`config.mk`:
```
export PLATFORM = sky130hd
export DESIGN_NAME = uart_tx_serializer
export DESIGN_NICKNAME = d
export VERILOG_FILES = /design/src/rtl/uart_pkg.sv /design/src/rtl/uart_tx_fifo.sv /design/src/rtl/uart_tx_serializer.sv
export SDC_FILE = /design/constraint.sdc
export NUM_CORES = 1
export LEC_CHECK = 0
export CAP_MARGIN = 0
export CORE_MARGIN = 2
export CORE_UTILIZATION = 59
export CTS_CLUSTER_SIZE = 20
export DETAILED_ROUTE_END_ITERATION = 16
export GPL_TIMING_DRIVEN = 0
export PLACE_DENSITY = 0.91
export SETUP_SLACK_MARGIN = 0.02
export SKIP_LAST_GASP = 1
export SYNTH_ARGS = -nofsm -noshare
export SYNTH_HDL_FRONTEND = slang
export SYNTH_SLANG_ARGS = --single-unit
```
`constraint.sdc`:
```
create_clock -name clk_i -period 2.79 [get_ports clk_i]
set_input_delay 0.279 -clock clk_i [delete_from_list [all_inputs] [get_ports clk_i]]
set_output_delay 0.279 -clock clk_i [all_outputs]
set_load 0.03 [all_outputs]
```
`src/rtl/uart_pkg.sv`:
```
// Shared definitions for the UART transmit path: FSM state encoding and default timing.
package uart_pkg;

    typedef enum logic [1:0] {
        ST_IDLE  = 2'd0,
        ST_START = 2'd1,
        ST_DATA  = 2'd2,
        ST_STOP  = 2'd3
    } uart_state_e;

    localparam int unsigned DEFAULT_CLKS_PER_BIT = 16;

    // Counter width that stays at least one bit wide for degenerate parameter values.
    function automatic int unsigned clog2_min1(input int unsigned value);
        return (value > 1) ? $clog2(value) : 1;
    endfunction

endpackage

```
`src/rtl/uart_tx_fifo.sv`:
```
// Circular word buffer between the upstream handshake and the transmit shifter.
module uart_tx_fifo #(
    parameter int unsigned WIDTH = 8,
    parameter int unsigned DEPTH = 4
) (
    input  logic                     clk_i,
    input  logic                     rst_ni,
    input  logic                     push_i,
    input  logic [WIDTH-1:0]         push_data_i,
    input  logic                     pop_i,
    output logic [WIDTH-1:0]         head_data_o,
    output logic                     full_o,
    output logic                     empty_o,
    output logic [$clog2(DEPTH):0]   count_o
);

    localparam int unsigned PTR_W = $clog2(DEPTH);
    localparam int unsigned CNT_W = PTR_W + 1;

    logic [WIDTH-1:0] r_mem [DEPTH];
    logic [PTR_W-1:0] r_wr_ptr;
    logic [PTR_W-1:0] r_rd_ptr;
    logic [CNT_W-1:0] r_count;
    logic             w_push;
    logic             w_pop;

    assign w_push = push_i && !full_o;
    assign w_pop  = pop_i && !empty_o;

    assign full_o      = (r_count == CNT_W'(DEPTH));
    assign empty_o     = (r_count == '0);
    assign count_o     = r_count;
    assign head_data_o = r_mem[r_rd_ptr];

    // Power-of-two depth lets the pointers wrap by plain overflow.
    always_ff @(posedge clk_i or negedge rst_ni) begin
        if (!rst_ni) begin
            r_wr_ptr <= '0;
            r_rd_ptr <= '0;
            r_count  <= '0;
        end else begin
            if (w_push) begin
                r_wr_ptr <= r_wr_ptr + PTR_W'(1);
            end
            if (w_pop) begin
                r_rd_ptr <= r_rd_ptr + PTR_W'(1);
            end
            case ({w_push, w_pop})
                2'b10:   r_count <= r_count + CNT_W'(1);
                2'b01:   r_count <= r_count - CNT_W'(1);
                default: r_count <= r_count;
            endcase
        end
    end

    always_ff @(posedge clk_i) begin
        if (w_push) begin
            r_mem[r_wr_ptr] <= push_data_i;
        end
    end

endmodule

```
`src/rtl/uart_tx_serializer.sv`:
```
// Buffered UART transmitter: words enter through a valid/ready FIFO and leave as
// start/data/stop frames on a registered serial line.
module uart_tx_serializer
    import uart_pkg::*;
#(
    parameter int unsigned UART_DATA_WIDTH = 8,
    parameter int unsigned CLKS_PER_BIT    = DEFAULT_CLKS_PER_BIT,
    parameter int unsigned FIFO_DEPTH      = 4
) (
    input  logic                       clk_i,
    input  logic                       rst_ni,
    input  logic                       uart_rsp_val_i,
    input  logic [UART_DATA_WIDTH-1:0] uart_rsp_data_i,
    output logic                       uart_rsp_rdy_o,
    output logic                       tx_o,
    output logic                       busy_o
);

    localparam int unsigned BAUD_W = clog2_min1(CLKS_PER_BIT);
    localparam int unsigned IDX_W  = clog2_min1(UART_DATA_WIDTH);
    localparam int unsigned CNT_W  = $clog2(FIFO_DEPTH) + 1;
    localparam logic [BAUD_W-1:0] BAUD_LAST = BAUD_W'(CLKS_PER_BIT - 1);
    localparam logic [IDX_W-1:0]  IDX_LAST  = IDX_W'(UART_DATA_WIDTH - 1);

    uart_state_e                r_state;
    uart_state_e                w_state_next;
    logic [BAUD_W-1:0]          r_baud;
    logic [BAUD_W-1:0]          w_baud_next;
    logic [IDX_W-1:0]           r_bit_idx;
    logic [IDX_W-1:0]           w_bit_idx_next;
    logic [UART_DATA_WIDTH-1:0] r_shift;
    logic [UART_DATA_WIDTH-1:0] w_shift_next;
    logic                       r_tx;
    logic                       w_tx_next;
    logic                       r_busy;
    logic                       w_busy_next;
    logic                       r_rdy_en;

    logic                       w_push;
    logic                       w_pop;
    logic                       w_fifo_full;
    logic                       w_fifo_empty;
    logic [CNT_W-1:0]           w_fifo_count;
    logic [UART_DATA_WIDTH-1:0] w_head;
    logic                       w_baud_done;
    logic                       w_fifo_nonempty_next;

    // Ready depends only on registered state; r_rdy_en holds it low until the first edge out of reset.
    assign uart_rsp_rdy_o = r_rdy_en && !w_fifo_full;
    assign w_push         = uart_rsp_val_i && uart_rsp_rdy_o;
    assign w_baud_done    = (r_baud == BAUD_LAST);
    assign tx_o           = r_tx;
    assign busy_o         = r_busy;

    uart_tx_fifo #(
        .WIDTH (UART_DATA_WIDTH),
        .DEPTH (FIFO_DEPTH)
    ) u_fifo (
        .clk_i       (clk_i),
        .rst_ni      (rst_ni),
        .push_i      (w_push),
        .push_data_i (uart_rsp_data_i),
        .pop_i       (w_pop),
        .head_data_o (w_head),
        .full_o      (w_fifo_full),
        .empty_o     (w_fifo_empty),
        .count_o     (w_fifo_count)
    );

    always_ff @(posedge clk_i or negedge rst_ni) begin
        if (!rst_ni) begin
            r_state <= ST_IDLE;
        end else begin
            r_state <= w_state_next;
        end
    end

    always_comb begin
        w_state_next = r_state;
        case (r_state)
            ST_IDLE: begin
                if (!w_fifo_empty) w_state_next = ST_START;
            end
            ST_START: begin
                if (w_baud_done) w_state_next = ST_DATA;
            end
            ST_DATA: begin
                if (w_baud_done && (r_bit_idx == IDX_LAST)) w_state_next = ST_STOP;
            end
            ST_STOP: begin
                if (w_baud_done) w_state_next = w_fifo_empty ? ST_IDLE : ST_START;
            end
            default: w_state_next = ST_IDLE;
        endcase
    end

    always_comb begin
        w_pop          = 1'b0;
        w_baud_next    = r_baud + BAUD_W'(1);
        w_bit_idx_next = r_bit_idx;
        w_shift_next   = r_shift;
        case (r_state)
            ST_IDLE: begin
                w_baud_next = '0;
                if (!w_fifo_empty) begin
                    w_pop        = 1'b1;
                    w_shift_next = w_head;
                end
            end
            ST_START: begin
                if (w_baud_done) begin
                    w_baud_next    = '0;
                    w_bit_idx_next = '0;
                end
            end
            ST_DATA: begin
                if (w_baud_done) begin
                    w_baud_next    = '0;
                    w_shift_next   = r_shift >> 1;
                    w_bit_idx_next = (r_bit_idx == IDX_LAST) ? '0 : r_bit_idx + IDX_W'(1);
                end
            end
            ST_STOP: begin
                if (w_baud_done) begin
                    w_baud_next = '0;
                    if (!w_fifo_empty) begin
                        w_pop        = 1'b1;
                        w_shift_next = w_head;
                    end
                end
            end
            default: w_baud_next = '0;
        endcase

        // Line level is derived from the next state so the register lands on the same edge.
        case (w_state_next)
            ST_START: w_tx_next = 1'b0;
            ST_DATA:  w_tx_next = w_shift_next[0];
            default:  w_tx_next = 1'b1;
        endcase

        w_fifo_nonempty_next = w_push || (w_fifo_count > CNT_W'(w_pop));
        w_busy_next          = (w_state_next != ST_IDLE) || w_fifo_nonempty_next;
    end

    always_ff @(posedge clk_i or negedge rst_ni) begin
        if (!rst_ni) begin
            r_baud    <= '0;
            r_bit_idx <= '0;
            r_shift   <= '0;
            r_tx      <= 1'b1;
            r_busy    <= 1'b0;
            r_rdy_en  <= 1'b0;
        end else begin
            r_baud    <= w_baud_next;
            r_bit_idx <= w_bit_idx_next;
            r_shift   <= w_shift_next;
            r_tx      <= w_tx_next;
            r_busy    <= w_busy_next;
            r_rdy_en  <= 1'b1;
        end
    end

endmodule

```
Yosys cells after proc, flatten, opt, wreduce, memory -nomap -nowiden
Memories as Yosys holds them, arrays and structs flattened. Cells that the tools add are included. W data, S select, Z words.

Input port bits: 11. Memory bits (writable): 32. Memories: 1. Register bits after elaboration: 27. Output and inout port bits: 3.

Eq/ne operators: 13. $lt $le $gt $ge: 1. $add $sub $neg: 6. Muxes and demuxes: 23. Reductions and logical operators: 18.

Memory list: u_fifo.r_mem (words 4, width 8, rd ports 1, clocked after Yosys merged registers in 0, wr ports 1, RTL line uart_tx_fifo.sv:20) `logic [WIDTH-1:0] r_mem [DEPTH];`.

Operators with widths (count): $mux W8 (3); $pmux W8 S3 (1); $pmux W3 S2 (2); $mux W3 (3); $eq A2 B2 Y1 const B (4); $mux W2 (4); $pmux W2 S4 (1); $pmux W4 S2 (1); $add A3 B1 Y3 const B (2); $eq A2 B1 Y1 const B (3); $eq A3 B3 Y1 const B (2); $ne A2 B2 Y1 const B (3); $reduce_and A3 Y1 (2); $reduce_bool A2 Y1 (3); $logic_and A1 B1 Y1 (5); $mux W1 (5); $add A2 B1 Y2 const B (2); $add A4 B1 Y4 const B (1); $eq A4 B4 Y1 const B (1); $mux W4 (1); $pmux W1 S2 (2); $gt A3 B1 Y1 (1); $logic_not A3 Y1 (1); $reduce_bool A3 Y1 (1); 5 further kinds (7).

Logic depth before layout (Yosys ltp)
Gate-level depths: netlist (run 1).

Depth after elaboration: 7. Mapped depth: 10. Gate-level depth less buffers: 10.

Hierarchy
Synthesis (run 1) repeated with hierarchy kept, for this count alone.

Cells, all modules: 202. Area total of the unflattened synthesis: 2792.7 µm².

By module, submodules not included: uart_tx_fifo (area each 1584.0 µm², cells each 80, sequential area each 1136.1 µm², times used 1); uart_tx_serializer (area each 1208.7 µm², cells each 122, sequential area each 501.7 µm², times used 1).

Worst setup path after synthesis (run 1)
OpenSTA, ideal clock, no wires.

Kind: register to register. Start point: register u_fifo.r_count[0], in the netlist u_fifo.count_o[0]. End point: register u_fifo.r_count[2], in the netlist u_fifo.count_o[2]. Library setup time: 125 ps. Path slack: 432 ps. Buffers on the path: 0. Stages on the path, launching flop included: 11. Arrival: 2232 ps. Cells stage by stage: dfrtp_1 -> inv_1 -> a31oi_1 -> and2_1 -> inv_1 -> ha_1 -> inv_1 -> fa_1 -> xor2_1 -> nor2_1 -> xor2_1.

Cells in the longest elaborated chain, start to end: 7. Elaborated cells between the ends (all ways): 17.

RTL lines: start, declared (RTL line uart_tx_fifo.sv:23) `logic [CNT_W-1:0] r_count;`; start signal, assigned (RTL line uart_tx_fifo.sv:49) `2'b10: r_count <= r_count + CNT_W'(1);`; start signal, assigned (RTL line uart_tx_fifo.sv:50) `2'b01: r_count <= r_count - CNT_W'(1);`; start signal, assigned (RTL line uart_tx_fifo.sv:51) `default: r_count <= r_count;`; $eq A3 B3 Y1 (*) (RTL line uart_tx_fifo.sv:30) `assign full_o = (r_count == CNT_W'(DEPTH));`; $logic_not A1 Y1 (*) (RTL line uart_tx_serializer.sv:49) `assign uart_rsp_rdy_o = r_rdy_en && !w_fifo_full;`; $logic_and A1 B1 Y1 (*) (RTL line uart_tx_serializer.sv:49); named net uart_rsp_rdy_o (RTL line uart_tx_serializer.sv:14) `output logic uart_rsp_rdy_o,`; $logic_and A1 B1 Y1 (*) (RTL line uart_tx_serializer.sv:50) `assign w_push = uart_rsp_val_i && uart_rsp_rdy_o;`; $logic_and A1 B1 Y1 (*) (RTL line uart_tx_fifo.sv:27) `assign w_push = push_i && !full_o;`; $eq A2 B1 Y1 / $eq A2 B2 Y1 (equally long branches) (RTL line uart_tx_fifo.sv:48) `case ({w_push, w_pop})`; $pmux W3 S2 / $reduce_bool A2 Y1 (equally long branches).

The timed path passes the listed nets; every way through them passes the cells marked *. A chain may end at the register's enable or synchronous reset.

Final worst setup path (run 1)
Start point: register r_state[0]. End point: register u_fifo.r_count[2], in the netlist u_fifo.count_o[2].

Cells in the longest elaborated chain, start to end: 5. Elaborated cells between the ends (all ways): 8.

RTL lines: start, declared (RTL line uart_tx_serializer.sv:25) `uart_state_e r_state;`; start signal, assigned (RTL line uart_tx_serializer.sv:74) `r_state <= w_state_next;`; $eq A2 B2 Y1 / $logic_not A2 Y1 (equally long branches) (RTL line uart_tx_serializer.sv:102) `case (r_state)`; $pmux W1 S2 (*) (RTL line uart_tx_serializer.sv:102); $logic_and A1 B1 Y1 (*) (RTL line uart_tx_fifo.sv:28) `assign w_pop = pop_i && !empty_o;`; named net u_fifo.w_pop (RTL line uart_tx_fifo.sv:25) `logic w_pop;`; $eq A2 B1 Y1 / $eq A2 B2 Y1 (equally long branches) (RTL line uart_tx_fifo.sv:48); $pmux W3 S2 / $reduce_bool A2 Y1 (equally long branches).

Marks and branches as above.

==> run metrics, run 1 <==
worst hold path class=input pin to asynchronous set/reset pin; vias in the first global route=1615; Simple-Gate Fraction of Synth Area=0.0760; Slowest cell on crit path=dfrtp_1; YS warnings=0; Reg area=1640 um2; Worst-Margin Slew=0.598 ns; Initial Util=0.616; htree depth=3; DR WL/cell=17.1 um; Sum Neg Setup Slack=0 ns; setup slack, reg-to-reg=0.28 ns; EDFF count, synth=32; crit end category=register; multi-input logic area=995 um2; Synth Area in XOR/XNOR=0.0227; total gr overflow=0; Setup violations, final=0; Mapped Cells=189; post-synthesis mux area share=0.101; Rel. slew slack=0.601; R2R Path Start=r_state[0]; post-route ant nets=0; setup ws final=0.277 ns; WP buf/inv=1; Area Growth Syn to Fin=14.3%; Clk Latency, worst-skew pair=0.33 ns; CP delay by family, top=adder cells; via count=1571; Distinct cells, synth=44; post-synthesis sequential area ratio=0.606; die area=5140 um2; CP Launch Type=register; CP peak stage delay=0.47 ns; compound-gate portion of the synthesized area=0.0908; R2R cell count=9; fin crit share=0.901; Achievable Freq=0.398 GHz; Clock Tree Buf Depth=2; first-pass GRT wire length=7.93 mm; DP Wirelength=3.14 mm; main combinational cell family by area after synthesis=multiplexers; RSZ-0062 raised after global routing=false; TritonCTS Buffers=9; Die Span X=71.7 um; crit-path cells=ha_1 > a41oi_2 > nor3_2 > ha_1 > inv_1 > fa_1 > xor2_1 > nor2_1 > xor2_1; Worst VDD drop=0.000656 V; TritonCTS clock tree=built; core area=4380 um2; # clock sinks=59; PD cells=675 nW/um2; fin. max-slew vios=0; WL final=4.61 mm; Min Hold Slack=-0.0431 ns; crit path time final=2.51 ns; drt pass-1 iters=4; Residual DRC=0; DP Worst Slack=0.0283 ns; Leak=1.23 nW; CP max FO=10; total power=2.08 mW; layout cells sized above 1=0.161; via/cell ratio=5.82; Final Wtd Congestion=0.851; num ports=14; die height=71.7 um; row cnt=24; Worst-path clk slew=0.06 ns; arrival time of the worst setup path=2.77 ns; filler instances=283; outcome=finished with violations; largest net degree at the start of global routing=28; Syn Area/Cell=14.3 um2; Layout Nets=239; Critical Path RT=3.04 ns; GRT Total Usage=0.207; Cell Area, Synth=2700 um2; synthesis-stage register bit count=59; DR iter-0 viols=83; Port Buffer Count=13; WS Path Type=register to register; Post-synth top flop=edfxtp_1; syn nets=215; Setup Skew=0.00304 ns; Max-Cap Viols=0; final hold violation count=26; root buffer cell=clkbuf_8; Post-Synth Adder-Cell Area=0.0723; initial antenna violation count=0; Post-synth ARST share=0.458; number of antenna diodes=0; violated checks=hold timing; R2R Path End=u_fifo.count_o[2]
## through the flow
step,area [um2],std cells,util,hold slack [ns]
after floorplan,2700,189,-,-0.0166
after CTS,3090,270,0.704,0.502
after global placement,2900,254,0.661,0.482
after detailed placement,2900,254,0.661,0.495
final,3090,270,0.704,-0.0431
after global routing,3090,270,0.704,0.00788
## routing by layer
metal  share of wire  vias to the layer above  routed length, um  GRT usage
li1                -                      759                  -          -
met1            0.45                      773               2090      0.280
met2            0.50                       31               2300      0.326
met3           0.032                        8                149     0.0464
met4           0.014                        0                 63     0.0901
met5               0                        -                  0          0
## cells by family (layout without fill, tap and decap cells)
kind of cell / Yosys count / after routing
AOI/OAI and AO/OA: 34 / 34
xor gates and xnor gates: 7 / 7
adders and majority gates: 15 / 15
buffers and inverters: 16 / 45
DFF: 59 / 59
muxes: 17 / 17
other: 1 / 1
and+or+nand+nor: 40 / 40
## layout by cell type (no fill, tap or decap), drive strengths merged, types with 3 or more instances in the layout
cell type / netlist / final
inv: 10 / 10
and3: 6 / 6
mux4: 8 / 8
xor2: 3 / 3
ha: 14 / 14
a21oi: 3 / 3
o21ai: 10 / 10
nor2: 8 / 8
clkdlybuf4s50: 0 / 12
clkinv: 0 / 4
dfrtp: 26 / 26
nor3: 6 / 6
a22o: 9 / 9
xnor2: 4 / 4
buf: 4 / 5
mux2i: 8 / 8
clkbuf: 2 / 12
edfxtp: 32 / 32
nand2: 10 / 10
## sequential cells by signal (all words and copies together), names as in the netlist
name / flops
r_state: 2
r_bit_idx: 3
r_rdy_en: 1
u_fifo.r_wr_ptr: 2
u_fifo.count_o: 3
tx_o: 1
busy_o: 1
r_baud: 4
u_fifo.r_mem: 32
r_shift: 8
u_fifo.r_rd_ptr: 2
## repair_timing
item,CTS,global route
endpoints found under the setup margin,1,2
hold buffers,0,0
resized for setup,1,1
buffers inserted,0,0
## area by class of cell
| class | instances | area share |
|---|---|---|
| clock buffers | 10 | 0.0413 |
| flip-flops and latches | 59 | 0.530 |
| well taps | 52 | 0.0211 |
| clock inverters | 6 | 0.0182 |
| inverters | 10 | 0.0122 |
| repair buffers | 13 | 0.0405 |
| plain buffers | 6 | 0.0142 |
| multi-input cells | 114 | 0.322 |
## cell usage after synthesis, types with 3 or more instances
library cell / n / area share
xor2_1: 3 / 0.0097
mux4_2: 8 / 0.067
nor2_1: 8 / 0.011
o21ai_0: 10 / 0.019
dfrtp_1: 26 / 0.24
nand2_1: 10 / 0.014
mux2i_1: 8 / 0.030
and3_1: 6 / 0.014
a22o_1: 9 / 0.029
ha_1: 14 / 0.065
edfxtp_1: 32 / 0.36
xnor2_1: 4 / 0.013
nor3_1: 6 / 0.011
inv_1: 9 / 0.013
## power by group
group	switching [mW]	internal, mW
Combinational	0.170	0.121
Clock	0.318	0.404
Sequential	0.0596	1.01
## how the worst max path moves through the flow
stage	from	to	slack (ns)	depth (start not counted)
floorplan	u_fifo.count_o[0]	u_fifo.count_o[2]	0.43	10
global placement	r_state[0]	u_fifo.count_o[2]	0.07	9
detailed placement	r_state[0]	u_fifo.count_o[2]	0.03	9
CTS	r_state[0]	u_fifo.count_o[2]	0.14	9
global route	r_state[0]	u_fifo.count_o[2]	0.04	9
finish	r_state[0]	u_fifo.count_o[2]	0.28	9
Power figures use the tool's default switching activity.
==> run 2: changes to the inputs <==
--- a/config.mk
+++ b/config.mk
@@ -6,7 +6,7 @@
 export NUM_CORES = 1
 export LEC_CHECK = 0
 export CAP_MARGIN = 0
-export CORE_MARGIN = 2
+export CORE_MARGIN = 10
 export CORE_UTILIZATION = 59
 export CTS_CLUSTER_SIZE = 20
 export DETAILED_ROUTE_END_ITERATION = 16
==> run 2 against run 1 <==
Effect of this change:
- the run now ends clean
- via count increased by 1.7%
- core utilization up 1.1 points
- final cell count unchanged
- global-route usage is 6.3 points lower
- non-clock buffer count unchanged
- routed wire length is 8.4% higher
- critical path depth unchanged
- hold slack better by 0.55 ns
- die area up 50%
- worst setup slack lost 0.013 ns
- design area rose by 1.5%
- power increased by 4.7%
==> run metrics, run 2 (synthesis results as in run 1) <==
layout cells sized above 1=0.151 (was 0.161); CP delay by family, top=adder cells (unchanged); die height=87.7 um (was 71.7 um); Worst path depth=9 (unchanged); largest net degree at the start of global routing=28 (unchanged); Clock Tree Buf Depth=2 (unchanged); row cnt=24 (unchanged); total power=2.18 mW (was 2.08 mW); Sum Neg Setup Slack=0 ns (unchanged); Worst-Margin Slew=1.18 ns (was 0.598 ns); crit-path cells=ha_1 > a41oi_4 > nor3_4 > ha_1 > inv_1 > fa_1 > xor2_1 > nor2_1 > xor2_1 (was ha_1 > a41oi_2 > nor3_2 > ha_1 > inv_1 > fa_1 > xor2_1 > nor2_1 > xor2_1); commonest non-fill, non-tap cell in the layout=edfxtp_1 (unchanged); CP Launch Point=r_state[0] (unchanged); Layout Nets=239 (unchanged); TritonCTS clock tree=built (unchanged); Most flops, register=u_fifo.r_mem (unchanged); Setup Skew=0.00632 ns (was 0.00304 ns); via count=1597 (was 1571); first-pass GRT wire length=8.45 mm (was 7.93 mm); total gr overflow=0 (unchanged); DP Wirelength=3.54 mm (was 3.14 mm); root buffer cell=clkbuf_8 (unchanged); Setup violations, final=0 (unchanged); DP Worst Slack=-0.0993 ns (was 0.0283 ns); # clock sinks=59 (unchanged); htree depth=3 (unchanged); setup ws final=0.264 ns (was 0.277 ns); Design Area, Final=3130 um2 (was 3090 um2); Rel. slew slack=0.210 (was 0.601); crit path time final=2.53 ns (was 2.51 ns); PD cells=696 nW/um2 (was 675 nW/um2); TritonCTS Buffers=9 (unchanged); number of antenna diodes=0 (unchanged); final hold violation count=0 (was 26); biggest registers after layout=u_fifo.r_mem x32, r_shift x8, r_baud x4 (unchanged); DR iter-0 viols=192 (was 83); core area=4380 um2 (unchanged); Area Growth Syn to Fin=16.0% (was 14.3%); WL final=4.99 mm (was 4.61 mm); Initial Util=0.616 (unchanged); die area=7690 um2 (was 5140 um2); hold path depth=1; Port Buffer Count=13 (unchanged); CP max FO=10 (unchanged); fin. max-slew vios=0 (unchanged); R2R Path End=u_fifo.count_o[2] (unchanged); GRT Total Usage=0.144 (was 0.207); Slowest cell on crit path=dfrtp_1 (unchanged); drt pass-1 iters=4 (unchanged); via/cell ratio=5.91 (was 5.82); hold path startpoint=r_baud[0]; WP buf/inv=1 (unchanged); Critical Path RT=3.04 ns (about the same); most frequent cells in the layout=edfxtp_1, dfrtp_1, ha_1, clkdlybuf4s50_1 (unchanged); Leak=1.24 nW (was 1.23 nW); filler instances=272 (was 283); arrival time of the worst setup path=2.78 ns (was 2.77 ns); WS Path Type=register to register (unchanged); Setup crit end=u_fifo.count_o[2] (unchanged); RSZ-0062 raised after global routing=false (unchanged); setup slack, reg-to-reg=0.26 ns (was 0.28 ns); Post-DP Area=2900 um2 (unchanged); post-route ant nets=0 (unchanged); cts hold-fix bufs=0 (unchanged); max reg flops=32 (unchanged); outcome=complete, no violations (was finished with violations); multi-input logic area=1010 um2 (was 995 um2); Residual DRC=0 (unchanged); Reg area=1640 um2 (unchanged); crit end category=register (unchanged); Die Span X=87.7 um (was 71.7 um); Worst-path clk slew=0.06 ns (about the same); fin crit share=0.905 (was 0.901); worst hold path class=register to register (was input pin to asynchronous set/reset pin); CP peak stage delay=0.47 ns (about the same); DR WL/cell=18.5 um (was 17.1 um); CP Launch Type=register (unchanged); Achievable Freq=0.396 GHz (was 0.398 GHz); initial antenna violation count=0 (unchanged); Max-Cap Viols=0 (unchanged); Clk Latency, worst-skew pair=0.33 ns (about the same); num ports=14 (unchanged); R2R Path Start=r_state[0] (unchanged); vias in the first global route=1783 (was 1615); R2R cell count=9 (unchanged); Final Wtd Congestion=0.832 (was 0.851); Worst VDD drop=0.000700 V (was 0.000656 V)
-- run 2: changes by cell type in the layout (fill, tap and decap cells not counted), sizes merged --
cell | before | now
buf | 5 | 4
clkdlybuf4s50 | 12 | 13
bufinv | 1 | 2
clkinv | 4 | 3
-- run 2: layer usage --
layer	part of all wire	GRT usage	wire [um]
met2	0.52	0.251	2620
met1	0.41	0.154	2050
met5	0	0	0
met4	0.020	0.0623	102
met3	0.045	0.0501	224
-- run 2: worst reg2reg max path, stage by stage (launching register included) --
cell and delay, ns:
dfrtp_1 0.47, ha_1 0.34, a41oi_4 0.25, nor3_4 0.24, ha_1 0.24, inv_1 0.07
fa_1 0.37, xor2_1 0.15, nor2_1 0.14, xor2_1 0.18
-- run 2: worst min path at each step --
stage | end | slack (ns)
finish | r_baud[0] | 0.50
global route | r_baud[0] | 0.53
CTS | r_baud[0] | 0.50
detailed placement | r_baud[0] | 0.49
global placement | r_baud[0] | 0.48
floorplan | busy_o | -0.02
-- run 2: cell type report --
type                            count  area share
Inverter                           10      0.0120
Clock inverter                      6      0.0255
Sequential cell                    59       0.523
Clock buffer                       10      0.0407
Buffer                              6      0.0140
Timing Repair Buffer               13      0.0415
Multi-Input combinational cell    114       0.323
Tap cell                           52      0.0208
-- run 2: report_power, final --
part,leakage (nW),internal [mW],switching (mW)
combinational,0.523,0.122,0.176
sequential,0.617,1.01,0.0570
clock,0.101,0.495,0.321
-- run 2: repair_timing --
item	4_1_cts	5_1_grt
gates resized for setup	2	2
buffers inserted	0	0
endpoints found under the setup margin	1	1
-- run 2: per-stage QoR --
| stage | hold slack [ns] | cells | util |
|---|---|---|---|
| 3_5_place_dp | 0.491 | 254 | 0.661 |
| 6_report | 0.503 | 270 | 0.715 |
| 5_1_grt | 0.531 | 270 | 0.715 |
| 3_3_place_gp | 0.477 | 254 | 0.661 |
| 2_1_floorplan | -0.0166 | 189 | - |
| 4_1_cts | 0.500 | 270 | 0.711 |
==> run 3: changes to the inputs <==
--- a/config.mk
+++ b/config.mk
@@ -11,9 +11,11 @@
 export CTS_CLUSTER_SIZE = 20
 export DETAILED_ROUTE_END_ITERATION = 16
 export GPL_TIMING_DRIVEN = 0
+export HOLD_SLACK_MARGIN = 0.06
 export PLACE_DENSITY = 0.91
 export SETUP_SLACK_MARGIN = 0.02
 export SKIP_LAST_GASP = 1
+export SLEW_MARGIN = 10
 export SYNTH_ARGS = -nofsm -noshare
 export SYNTH_HDL_FRONTEND = slang
 export SYNTH_SLANG_ARGS = --single-unit
==> run 3 against run 2 <==
Effect of this change:
- via count grew 0.94%
- final cell count grew 0.37%
- hold slack lost 0.027 ns
- core utilization grew 0.11 points
- power is essentially flat
- flip-flop and latch count is the same
- clock skew grew 0.00064 ns
- global-route usage is the same
- register-to-register slack is essentially flat
- sequential share of layout area shrank 0.083 points
==> run metrics, run 3 (synthesis results as in run 1) <==
outcome=complete, no violations (unchanged); row cnt=24 (unchanged); initial antenna violation count=0 (unchanged); worst hold path class=input pin to asynchronous set/reset pin (was register to register); CP Launch Type=register (unchanged); num ports=14 (unchanged); WS Path Type=register to register (unchanged); core area=4380 um2 (unchanged); die height=87.7 um (unchanged); Setup Skew=0.00696 ns (was 0.00632 ns); CP max FO=10 (unchanged); DP Wirelength=3.54 mm (unchanged); Slowest cell on crit path=dfrtp_1 (unchanged); biggest registers after layout=u_fifo.r_mem x32, r_shift x8, r_baud x4 (unchanged); Achievable Freq=0.397 GHz (was 0.396 GHz); Critical Path RT=3.04 ns (about the same); vias in the first global route=1783 (unchanged); arrival time of the worst setup path=2.77 ns (was 2.78 ns); RSZ-0062 raised after global routing=false (unchanged); WL final=4.99 mm (about the same); die area=7690 um2 (unchanged); fin. max-slew vios=0 (unchanged); CP peak stage delay=0.47 ns (about the same); Post-CTS Setup Repair Bufs=0 (unchanged); final hold violation count=0 (unchanged); DR iter-0 viols=202 (was 192); Worst-path clk slew=0.06 ns (about the same); via/cell ratio=5.95 (was 5.91); TritonCTS clock tree=built (unchanged); root buffer cell=clkbuf_8 (unchanged); DP Worst Slack=-0.0993 ns (unchanged); crit path time final=2.52 ns (was 2.53 ns); htree depth=3 (unchanged); crit end category=register (unchanged); Max-Cap Viols=0 (unchanged); fin crit share=0.902 (was 0.905); layout cells sized above 1=0.155 (was 0.151); Setup violations, final=0 (unchanged); DR WL/cell=18.4 um (was 18.5 um); Initial Util=0.616 (unchanged); Clock Tree Buf Depth=2 (unchanged); largest net degree at the start of global routing=28 (unchanged); setup ws final=0.273 ns (was 0.264 ns); Layout Nets=240 (was 239); Port Buffer Count=13 (unchanged); via count=1612 (was 1597); Residual DRC=0 (unchanged); Leak=1.25 nW (was 1.24 nW); first-pass GRT wire length=8.45 mm (unchanged); commonest non-fill, non-tap cell in the layout=edfxtp_1 (unchanged); post-route ant nets=0 (unchanged); total gr overflow=0 (unchanged); Worst VDD drop=0.000703 V (was 0.000700 V); # clock sinks=59 (unchanged); max reg flops=32 (unchanged); drt pass-1 iters=4 (unchanged); TritonCTS Buffers=9 (unchanged); PD cells=696 nW/um2 (about the same); most frequent cells in the layout=edfxtp_1, dfrtp_1, ha_1, clkdlybuf4s50_1 (unchanged); Worst-Margin Slew=0.711 ns (was 1.18 ns); Final Wtd Congestion=0.832 (unchanged); GRT Total Usage=0.144 (unchanged); filler instances=271 (was 272); crit-path cells=ha_1 > a41oi_4 > nor3_4 > ha_1 > inv_1 > fa_1 > xor2_1 > nor2_1 > xor2_1 (unchanged); Clk Latency, worst-skew pair=0.33 ns (about the same); Most flops, register=u_fifo.r_mem (unchanged); Rel. slew slack=0.522 (was 0.210); Min Hold Slack=0.476 ns (was 0.503 ns); Die Span X=87.7 um (unchanged); number of antenna diodes=0 (unchanged); Area Growth Syn to Fin=16.2% (was 16.0%)
## run 3: power breakdown
group | leakage (nW) | internal (mW) | switching, mW
logic | 0.527 | 0.123 | 0.175
clock network | 0.101 | 0.495 | 0.322
registers | 0.617 | 1.01 | 0.0567
total | 1.25 | 1.63 | 0.554
## run 3: cell type report
class	instances	area, um2	area share
buffer	6	43.8	0.0139
clock inverter	6	80.1	0.0255
sequential	59	1640	0.522
clock buffer	10	128	0.0407
timing repair buffer	14	135	0.0430
inverter	10	37.5	0.0120
multi-input combinational	114	1010	0.322
tap	52	65.1	0.0207
## run 3: worst max-delay path, delay by kind of cell, from the launching register on
kind | cells | cell delay [ns]
XOR/XNOR | 2 | 0.33
adder cells (fa/ha/maj) | 3 | 0.95
AND/OR/NAND/NOR | 2 | 0.37
AO/OA/AOI/OAI | 1 | 0.25
flip-flops | 1 | 0.47
buffers and inverters | 1 | 0.07
## run 3: metal layers
| layer | GRT usage | up-vias | routed length (um) |
|---|---|---|---|
| met2 | 0.251 | 34 | 2640 |
| met5 | 0 | - | 0 |
| met4 | 0.0623 | 0 | 100 |
| li1 | - | 765 | - |
| met3 | 0.0501 | 9 | 164 |
| met1 | 0.154 | 804 | 2080 |
## run 3: repair_timing
item                       CTS  global route
resized for setup            2             2
setup endpoints to repair    1             1
hold endpoints to repair     0            26
hold buffers                 0             1
## run 3: worst paths after layout
check                           startpoint                 to  slack (ns)  cells after the start
worst min-delay path                rst_ni         r_shift[6]        0.48                      2
worst max-delay path            r_state[0]  u_fifo.count_o[2]        0.27                      9
worst min register to register   r_baud[0]          r_baud[0]        0.50                      1
max in group asynchronous           rst_ni          r_baud[1]        1.91                      2
worst max register to register  r_state[0]  u_fifo.count_o[2]        0.27                      9
min in group clk_i               r_baud[0]          r_baud[0]        0.50                      1
## run 3: through the flow
stage	setup TNS, ns	area, um2	utilization	cells	total power [mW]
floorplan	0	2700	-	189	1.27
global placement	0	2900	0.661	254	1.35
detailed placement	-0.0993	2900	0.661	254	1.38
CTS	0	3120	0.711	270	2.19
global route	0	3140	0.716	271	2.28
finish	0	3140	0.716	271	2.18
